File: src/rtl/morse_pkg.sv
// morse_pkg: letter-code constants and FSM state type shared by the Morse
// decoder chain (alphabet decoder, message buffer, VGA text renderer).
//   Codes 0..25 = A..Z, 26 = space, 27..30 invalid, 31 = blank.
package morse_pkg;

  localparam int LETTER_W = 5;

  localparam logic [LETTER_W-1:0] LTR_A     = 5'd0;
  localparam logic [LETTER_W-1:0] LTR_Z     = 5'd25;
  localparam logic [LETTER_W-1:0] LTR_SPACE = 5'd26;
  localparam logic [LETTER_W-1:0] LTR_BLANK = 5'd31;

  typedef enum logic {
    SWEEP = 1'b0,
    IDLE  = 1'b1
  } msg_state_t;

  // Codes 27..30 carry no meaning and are dropped by consumers.
  function automatic logic ltr_is_valid(input logic [LETTER_W-1:0] code);
    return (code <= LTR_SPACE) || (code == LTR_BLANK);
  endfunction

endpackage

File: src/rtl/edge_rise.sv
// edge_rise: single-bit rising-edge detector.
//   Clk     in  system clock
//   RESET_N in  asynchronous active-low reset (history cleared to 0)
//   d_i     in  level input
//   rise_o  out combinational pulse, high while d_i=1 and previous sample=0
module edge_rise (
  input  logic Clk,
  input  logic RESET_N,
  input  logic d_i,
  output logic rise_o
);

  logic hist_q;

  always_ff @(posedge Clk or negedge RESET_N) begin
    if (!RESET_N) hist_q <= 1'b0;
    else          hist_q <= d_i;
  end

  assign rise_o = d_i & ~hist_q;

endmodule

File: src/rtl/morse_msg_buffer.sv
// morse_msg_buffer: circular line buffer of decoded letters between the
// alphabet decoder and the VGA text renderer.
//   Clk, RESET_N        clock, asynchronous active-low reset
//   LETTER, STROBE      letter code, captured on STROBE rising edge
//   BKSP, CLEAR         rising edge removes newest letter / empties buffer
//   RD_ADDR, RD_DATA    logical read port (0 = oldest), 1-cycle latency
//   COUNT, EMPTY, FULL  occupancy
//   BUSY                blank-sweep in progress (after reset or CLEAR)
//   OVERFLOW            sticky, a letter arrived while full
//   LAST_LETTER         newest letter held, 31 when empty
//   NEW_LETTER          one-cycle pulse after each accepted letter
// Build option: MORSE_MSG_SCROLL_EN -- when defined, a letter arriving while
// full overwrites the oldest one (line scrolls); otherwise it is dropped.
module morse_msg_buffer
  import morse_pkg::*;
#(
  parameter int DEPTH = 16,
  parameter int AW    = 4
) (
  input  logic                Clk,
  input  logic                RESET_N,
  input  logic [LETTER_W-1:0] LETTER,
  input  logic                STROBE,
  input  logic                BKSP,
  input  logic                CLEAR,
  input  logic [AW-1:0]       RD_ADDR,
  output logic [LETTER_W-1:0] RD_DATA,
  output logic [AW:0]         COUNT,
  output logic                EMPTY,
  output logic                FULL,
  output logic                BUSY,
  output logic                OVERFLOW,
  output logic [LETTER_W-1:0] LAST_LETTER,
  output logic                NEW_LETTER
);

  localparam logic [AW:0]   DEPTH_C = (AW+1)'(DEPTH);
  localparam logic [AW-1:0] LAST_IX = AW'(DEPTH - 1);

  msg_state_t          state_q, state_d;
  logic [AW-1:0]       sweep_q, sweep_d;
  logic [AW-1:0]       head_q, head_d;
  logic [AW:0]         count_q, count_d;
  logic                ovf_q, ovf_d;
  logic [LETTER_W-1:0] last_q, last_d;
  logic                new_q, new_d;
  logic [LETTER_W-1:0] rd_data_q;

  logic [LETTER_W-1:0] mem_q [DEPTH];
  logic                we;
  logic [AW-1:0]       waddr;
  logic [LETTER_W-1:0] wdata;

  logic stb_rise, bksp_rise, clr_rise;
  logic full, busy;
  logic [AW-1:0] wr_idx, newest_idx, prev_idx, rd_idx;

  edge_rise u_stb_edge  (.Clk(Clk), .RESET_N(RESET_N), .d_i(STROBE), .rise_o(stb_rise));
  edge_rise u_bksp_edge (.Clk(Clk), .RESET_N(RESET_N), .d_i(BKSP),   .rise_o(bksp_rise));
  edge_rise u_clr_edge  (.Clk(Clk), .RESET_N(RESET_N), .d_i(CLEAR),  .rise_o(clr_rise));

  assign full = (count_q == DEPTH_C);
  assign busy = (state_q == SWEEP);

  // When full, COUNT's low bits are zero so the write index lands on head,
  // which is exactly the slot a scrolling overwrite needs.
  assign wr_idx     = head_q + count_q[AW-1:0];
  assign newest_idx = wr_idx - AW'(1);
  assign prev_idx   = wr_idx - AW'(2);
  assign rd_idx     = head_q + RD_ADDR;

  always_comb begin
    state_d = state_q;
    sweep_d = sweep_q;
    head_d  = head_q;
    count_d = count_q;
    ovf_d   = ovf_q;
    last_d  = last_q;
    new_d   = 1'b0;
    we      = 1'b0;
    waddr   = sweep_q;
    wdata   = LTR_BLANK;

    case (state_q)
      SWEEP: begin
        we      = 1'b1;
        head_d  = '0;
        count_d = '0;
        ovf_d   = 1'b0;
        last_d  = LTR_BLANK;
        if (clr_rise) begin
          sweep_d = '0;
        end else if (sweep_q == LAST_IX) begin
          sweep_d = '0;
          state_d = IDLE;
        end else begin
          sweep_d = sweep_q + AW'(1);
        end
      end

      IDLE: begin
        if (clr_rise) begin
          state_d = SWEEP;
          sweep_d = '0;
          head_d  = '0;
          count_d = '0;
          ovf_d   = 1'b0;
          last_d  = LTR_BLANK;
        end else if (stb_rise && ltr_is_valid(LETTER)) begin
          // A same-cycle BKSP edge is deliberately swallowed here.
          if (!full) begin
            we      = 1'b1;
            waddr   = wr_idx;
            wdata   = LETTER;
            count_d = count_q + 1'b1;
            last_d  = LETTER;
            new_d   = 1'b1;
          end else begin
`ifdef MORSE_MSG_SCROLL_EN
            we     = 1'b1;
            waddr  = head_q;
            wdata  = LETTER;
            head_d = head_q + AW'(1);
            last_d = LETTER;
            new_d  = 1'b1;
            ovf_d  = 1'b1;
`else
            ovf_d  = 1'b1;
`endif
          end
        end else if (bksp_rise && (count_q != '0)) begin
          we      = 1'b1;
          waddr   = newest_idx;
          wdata   = LTR_BLANK;
          count_d = count_q - 1'b1;
          last_d  = (count_q == (AW+1)'(1)) ? LTR_BLANK : mem_q[prev_idx];
        end
      end

      default: state_d = SWEEP;
    endcase
  end

  always_ff @(posedge Clk or negedge RESET_N) begin
    if (!RESET_N) begin
      state_q   <= SWEEP;
      sweep_q   <= '0;
      head_q    <= '0;
      count_q   <= '0;
      ovf_q     <= 1'b0;
      last_q    <= LTR_BLANK;
      new_q     <= 1'b0;
      rd_data_q <= LTR_BLANK;
    end else begin
      state_q <= state_d;
      sweep_q <= sweep_d;
      head_q  <= head_d;
      count_q <= count_d;
      ovf_q   <= ovf_d;
      last_q  <= last_d;
      new_q   <= new_d;
      // Read uses pre-edge state, so a write at this edge shows next cycle.
      if (busy || ({1'b0, RD_ADDR} >= count_q)) rd_data_q <= LTR_BLANK;
      else                                     rd_data_q <= mem_q[rd_idx];
    end
  end

  // Storage has no reset; the sweep blanks it and reads are masked meanwhile.
  always_ff @(posedge Clk) begin
    if (we) mem_q[waddr] <= wdata;
  end

  assign RD_DATA     = rd_data_q;
  assign COUNT       = count_q;
  assign EMPTY       = (count_q == '0);
  assign FULL        = full;
  assign BUSY        = busy;
  assign OVERFLOW    = ovf_q;
  assign LAST_LETTER = last_q;
  assign NEW_LETTER  = new_q;

endmodule

File: config.mk
export PLATFORM = sky130hd
export DESIGN_NAME = morse_msg_buffer
export DESIGN_NICKNAME = d
export VERILOG_FILES = /design/src/rtl/morse_pkg.sv /design/src/rtl/edge_rise.sv /design/src/rtl/morse_msg_buffer.sv
export SDC_FILE = /design/constraint.sdc
export NUM_CORES = 1
export LEC_CHECK = 0
export ABC_AREA = 1
export ABC_CLOCK_PERIOD_IN_PS = 3000
export BUFFER_PORTS_ARGS = -buffer_cell sky130_fd_sc_hd__buf_2
export CORE_ASPECT_RATIO = 0.6
export CORE_MARGIN = 4
export CORE_UTILIZATION = 60
export CTS_BUF_LIST = sky130_fd_sc_hd__clkbuf_4 sky130_fd_sc_hd__clkbuf_8 sky130_fd_sc_hd__clkbuf_16
export DETAILED_ROUTE_END_ITERATION = 16
export GPL_TIMING_DRIVEN = 0
export MAX_ROUTING_LAYER = met4
export PLACE_DENSITY = 0.9
export SETUP_SLACK_MARGIN = 0.4
export SYNTH_ARGS = -nofsm -noshare
export SYNTH_HDL_FRONTEND = slang
export SYNTH_SLANG_ARGS = --single-unit
export TNS_END_PERCENT = 30
File: constraint.sdc
create_clock -name Clk -period 3 [get_ports Clk]
set_clock_uncertainty 0.15 [all_clocks]
set_input_delay 0 -clock Clk [delete_from_list [all_inputs] [get_ports Clk]]
set_output_delay 0 -clock Clk [all_outputs]
set_load 0.05 [all_outputs]
**Word-level counts from Yosys, hierarchy flattened**

Memories as Yosys holds them, arrays and structs flattened.
Index checks and enable logic that the tools add are counted.

- Add/sub/neg operators: 7
- Order comparisons: 2
- Equal/unequal tests: 9
- Mux-type cells: 44
- Bitwise gates (word level): 7
- Reduce and logical (&&, ||, !) cells: 8

Operator list:

| kind | number |
|---|---|
| $mux 5 | 14 |
| $mux 4 | 8 |
| $pmux 5 s2 | 2 |
| $pmux 4 s2 | 2 |
| $mux 1 | 15 |
| $eq 5x5->1 const B | 2 |
| $add 4x4->4 | 2 |
| $pmux 1 s2 | 3 |
| $add 5x1->5 const B | 1 |
| $eq 5x1->1 const B | 1 |
| $ge 4x5->1 | 1 |
| $le 5x5->1 const B | 1 |
| $logic_not 5->1 | 1 |
| $reduce_bool 5->1 | 1 |
| $sub 5x1->5 const B | 1 |
| $add 4x1->4 const B | 1 |
| $eq 4x4->1 const B | 1 |
| $ne 4x1->1 const B | 1 |
| $ne 4x4->1 const B | 1 |
| $not 1->1 | 4 |
| $reduce_and 2->1 | 2 |
| $sub 4x1->4 const B | 1 |
| $sub 4x2->4 const B | 1 |
| $and 1x1->1 | 3 |
| other kinds (5) | 7 |

- Bits in registers: 29
- Memory bits (writable): 80
- Output and inout bits: 20
- Logic and storage cells: 89
- Memories kept: 1

Memories:

| name | words | bits a word | read ports | clocked after memory_dff | write ports | line | source |
|---|---|---|---|---|---|---|---|
| mem_q | 16 | 5 | 2 | 0 | 1 | morse_msg_buffer.sv:49 | `logic [LETTER_W-1:0] mem_q [DEPTH];` |

**Logic depth before layout (Yosys ltp)**

- Depth after elaboration: 9
- Mapped depth: 15
- Depth with buffers taken out: 13

**Hierarchy**

Synthesis repeated with hierarchy kept, for this count alone.

- Cell total of the unflattened synthesis: 628
- Area, all modules: 5,774.3 µm²

Modules (own cells, without submodules):

| module | times used | cells an instance | area each (µm²) |
|---|---|---|---|
| morse_msg_buffer | 1 | 619 | 5,669.2 |
| edge_rise | 3 | 3 | 35.0 |

**Worst setup path before layout**

Ideal clock, no wire load.

- Path kind: reg-to-reg
- Start: reg count_q[1] (netlist: COUNT[1])
- End: mem mem_q[2][0], enable pin
- Data arrival time: 2,638 ps
- Required time: 2,510 ps
- Slack: -127 ps
- Cell stages (with the launch flop): 13
- Path buffers: 2
- Clock period less this slack: 3,127 ps
- Path through: dfrtp_1 > buf_2 > clkinv_1 > buf_2 > ha_1 > nand2_2 > nor2_4 > nand3_4 > nand3_4 > nand2_1 > nand2_2 > nand3_2 > nor2_1

- Elaborated cells between the ends (all ways): 17

RTL lines:

| element | line | source |
|---|---|---|
| start, declared | morse_msg_buffer.sv:43 | `logic [AW:0] count_q, count_d;` |
| start signal, assigned | morse_msg_buffer.sv:158 | `count_q <= count_d;` |
| $eq 5x5->1 * | morse_msg_buffer.sv:62 | `assign full = (count_q == DEPTH_C);` |
| named net FULL | morse_msg_buffer.sv:30 | `output logic FULL,` |
| $mux 1 | morse_msg_buffer.sv:111 | `if (!full) begin` |
| $mux 1 | morse_msg_buffer.sv:109 | `end else if (stb_rise && ltr_is_valid(LETTER)) begin` |
| $mux 1 | morse_msg_buffer.sv:102 | `if (clr_rise) begin` |
| $pmux 1 s2 | morse_msg_buffer.sv:84 | `case (state_q)` |
| $mux 1 | morse_msg_buffer.sv:170 | `if (we) mem_q[waddr] <= wdata;` |
| $mux 1 (not written as such) | morse_msg_buffer.sv:170 |  |
| end, declared | morse_msg_buffer.sv:49 |  |

The timed path passes the listed nets; every way through them passes the cells marked *.

**Final worst setup path**

- Start: reg count_q[0] (netlist: COUNT[0])
- End: mem mem_q[1][3], enable pin

- Cells in the longest elaborated chain, start to end: 8
- Elaborated cells between the ends (all ways): 17

Ends and longest elaborated chain:

| element |
|---|
| parallel branches: the longest is 8 deep, another holds $add 4x4->4 |

Several ways; the timed one is not identified.

==> run metrics <==
Core ar. just over 9000 um2; DRC viols 0; min Tclk post-route 2547 ps; Num CTS Buffers 9; logic gate share of total power 0.265; share of the synthesized area in the top cell type 0.4202; setup violators final 0; area share of and/or/nand/nor cells after synthesis 0.2178; Antenna Nets Post-Route 0; drt total wl 19710 um; CTS Buffer Depth 2; CTS Sinks roughly 110; port bufs 32; part of the power in registers 0.430; Seq/Total Area, Yosys 0.5318; FMAX 392.6 MHz; Die W between 100 and 150 um; Fill cells around 630; Pwr Density about 570 nW/um2; CTS tree built; Pre-Repair DR Iteration Count 6; num rows 27; GPL Wtd Cong 1.072; Yosys reg bits 105; worst setup path class reg -> reg; initial antenna violation count 0; Vias 5380; Die Ht 83.61 um; RSZ-0062 raised after global routing yes; fraction of synthesized area in multiplexers 0; post-synthesis compound-gate area fraction 0.1475; Die ar. around 11000 um2; nets ~730; gr ovfl total 0; synth unique cells 32; CP arrival 2450 ps; FFs w/ async S/R, synth 0.2381; CP Capture Type flop; Synth area leaders edfxtp_1 42%, nand2_1 7.9%, dfrtp_1 6.6%; post-synthesis xor/xnor area fraction 0.01226; final core utilization 0.7536; Fin Setup TNS 0 ps; Post-synth top flop edfxtp_1; switch share 0.3595; ANT cells 0; CTS clk-pin slew, worst paths 80 ps; io pins 34; post-synthesis adder-cell area fraction 0.02626; post-synth top area cell edfxtp_1; layout cell share with drive strength beyond 1 0.2314; Psw 1.437 mW; Starting Density 0.6199; drt first-iter violations 1078; overall routing resource usage 0.3610; Max-slew headroom 0.4165; status finished, final reports clean; P_leak 2.659 nW; CTS root buffer clkbuf_16; global-route wire length before repair ~29000 um; max-cap viol count 0; maximum vdd drop 451.9 uV; pin count of the biggest net entering global routing 26; Area growth syn-to-layout 21.58%; htree depth 3; via/cell ratio 6.382; critical-path maximum fanout 11; Final Hold Viols 0; period utilisation layout 0.8490; largest family of logic cells by synthesized area simple AND/OR/NAND/NOR gates; Cell Area, Synth approximately 5700 um2; Mapped Cells 633; WL/cell approximately 23 um; clock share of power 0.305; startpoint types flop; vias in the first global route 4871; Detail Placement HPWL approximately 14000 um; Cell Int Power 2.560 mW; Final Slew Violations 0; Critical Path RT 2900 ps; Post-synth EDFFs 80; Hold Path Class in -> async; worst slew pin tran 873.2 ps; YS warnings 0; Avg Inst Size Synth 9.031 um2; Mapped Nets 659; Worst-Skew Late Latency 360 ps
[cell usage in the layout (no fill, tap or decap), drive strengths merged]
cell type    synthesis  routed
nor2                71      71
dfrtp               15      15
buf                 18      71
xor2                 5       5
nand2              135     135
a21boi               1       1
o21ai               63      63
nor3                 1       1
o22ai                4       4
dlygate4sd3          0      10
edfxtp              80      80
clkbuf              13      23
xnor2                3       3
inv                 55      58
o211ai              29      29
ha                  12      12
dfstp               10      10
clkinvlp             0       1
a21oi               51      51
clkinv               3       6
nand3               64      64
[critical path: stages, from the launching register on]
cell and delay (ps):
dfrtp_2 430, inv_2 90, buf_8 110, buf_12 130, ha_4 190, nand2_4 60, nor2_4 130, nand3_4 130
nand3_4 130, nand2_2 70, nand2_4 100, buf_4 120, nand3_4 150, nor2_4 240
[state kept, by name, summed over array words and instances, names as in the netlist]
name,cells
sweep_q,4
u_clr_edge.hist_q,1
COUNT,5
mem_q,80
u_stb_edge.hist_q,1
OVERFLOW,1
NEW_LETTER,1
state_q,1
RD_DATA,5
LAST_LETTER,5
u_bksp_edge.hist_q,1
[per-stage QoR]
step | setup slack, ps | instances | cell area [um2] | power (mW) | hold WS (ps)
3_3_place_gp | 335.2 | 795 | 6256 | 2.665 | -140.2
2_1_floorplan | 362.7 | 633 | 5933 | 2.433 | -445.6
6_report | 452.9 | 843 | 6950 | 3.996 | 40.50
5_1_grt | 370.8 | 843 | 6950 | 4.144 | 96.72
3_5_place_dp | 267.0 | 795 | 6256 | 2.705 | -111.8
4_1_cts | 403.6 | 824 | 6733 | 3.937 | 41.88
[layer usage]
layer,GRT usage,part of all wire,up-vias
li1,-,-,2329
met1,0.5465,0.41,2498
met2,0.4645,0.39,476
met3,0.1096,0.16,77
met4,0.1044,0.033,0
met5,-,0,-
[synthesized netlist by cell type (4+ instances only)]
master and number:
clkbuf_1 13, nor2_1 63, o211ai_1 29, nand3_1 58, xor2_1 5, dfrtp_1 15
edfxtp_1 80, dfstp_2 10, inv_1 52, nor2_4 4, nand2_2 13, nand2_1 121
ha_1 12, a21oi_1 49, o21ai_0 62, o22ai_1 4, buf_2 12
[repair_timing]
action / in CTS / in global routing
pin swaps: 7 / 25
hold buffers: 10 / 0
setup buffers: 3 / 19
gates resized for setup: 9 / 19
hold endpoints to repair: 37 / 0
endpoints found under the setup margin: 160 / 160
[final timing paths]
check,from,end,slack [ps],cells after the start
hold reg to reg,LAST_LETTER[4],LAST_LETTER[4],360,2
hold / removal,RESET_N,NEW_LETTER,40,2
min in group Clk,BKSP,u_bksp_edge.hist_q,160,2
max in group asynchronous,RESET_N,COUNT[2],2200,2
setup reg to reg,COUNT[0],mem_q[1][3],450,13
setup / recovery,COUNT[0],mem_q[1][3],450,13
[cell type report]
class	instances	area (um2)	share of cell area
tap	130	162.7	0.02340
timing repair buffer	64	422.9	0.06085
buffer	31	203.9	0.02934
inverter	58	234.0	0.03366
multi-input combinational	439	2569	0.3696
sequential	105	3044	0.4380
clock inverter	7	88.84	0.01278
clock buffer	9	225.2	0.03240
[power by group through the flow]
stage	clock, mW	combinational, mW	sequential [mW]
after CTS	1.22	1.00	1.71
after floorplan	0	0.685	1.75
after global routing	1.30	1.12	1.72
after global placement	0	0.922	1.74
after detailed placement	0	0.959	1.75
final	1.22	1.06	1.72
[logic make-up after synthesis]
family | Yosys count
simple gates | 271
compound gates | 148
flops | 105
buf+inv | 89
fa+ha+maj | 12
xor+xnor | 8
Power figures use the tool's default switching activity.
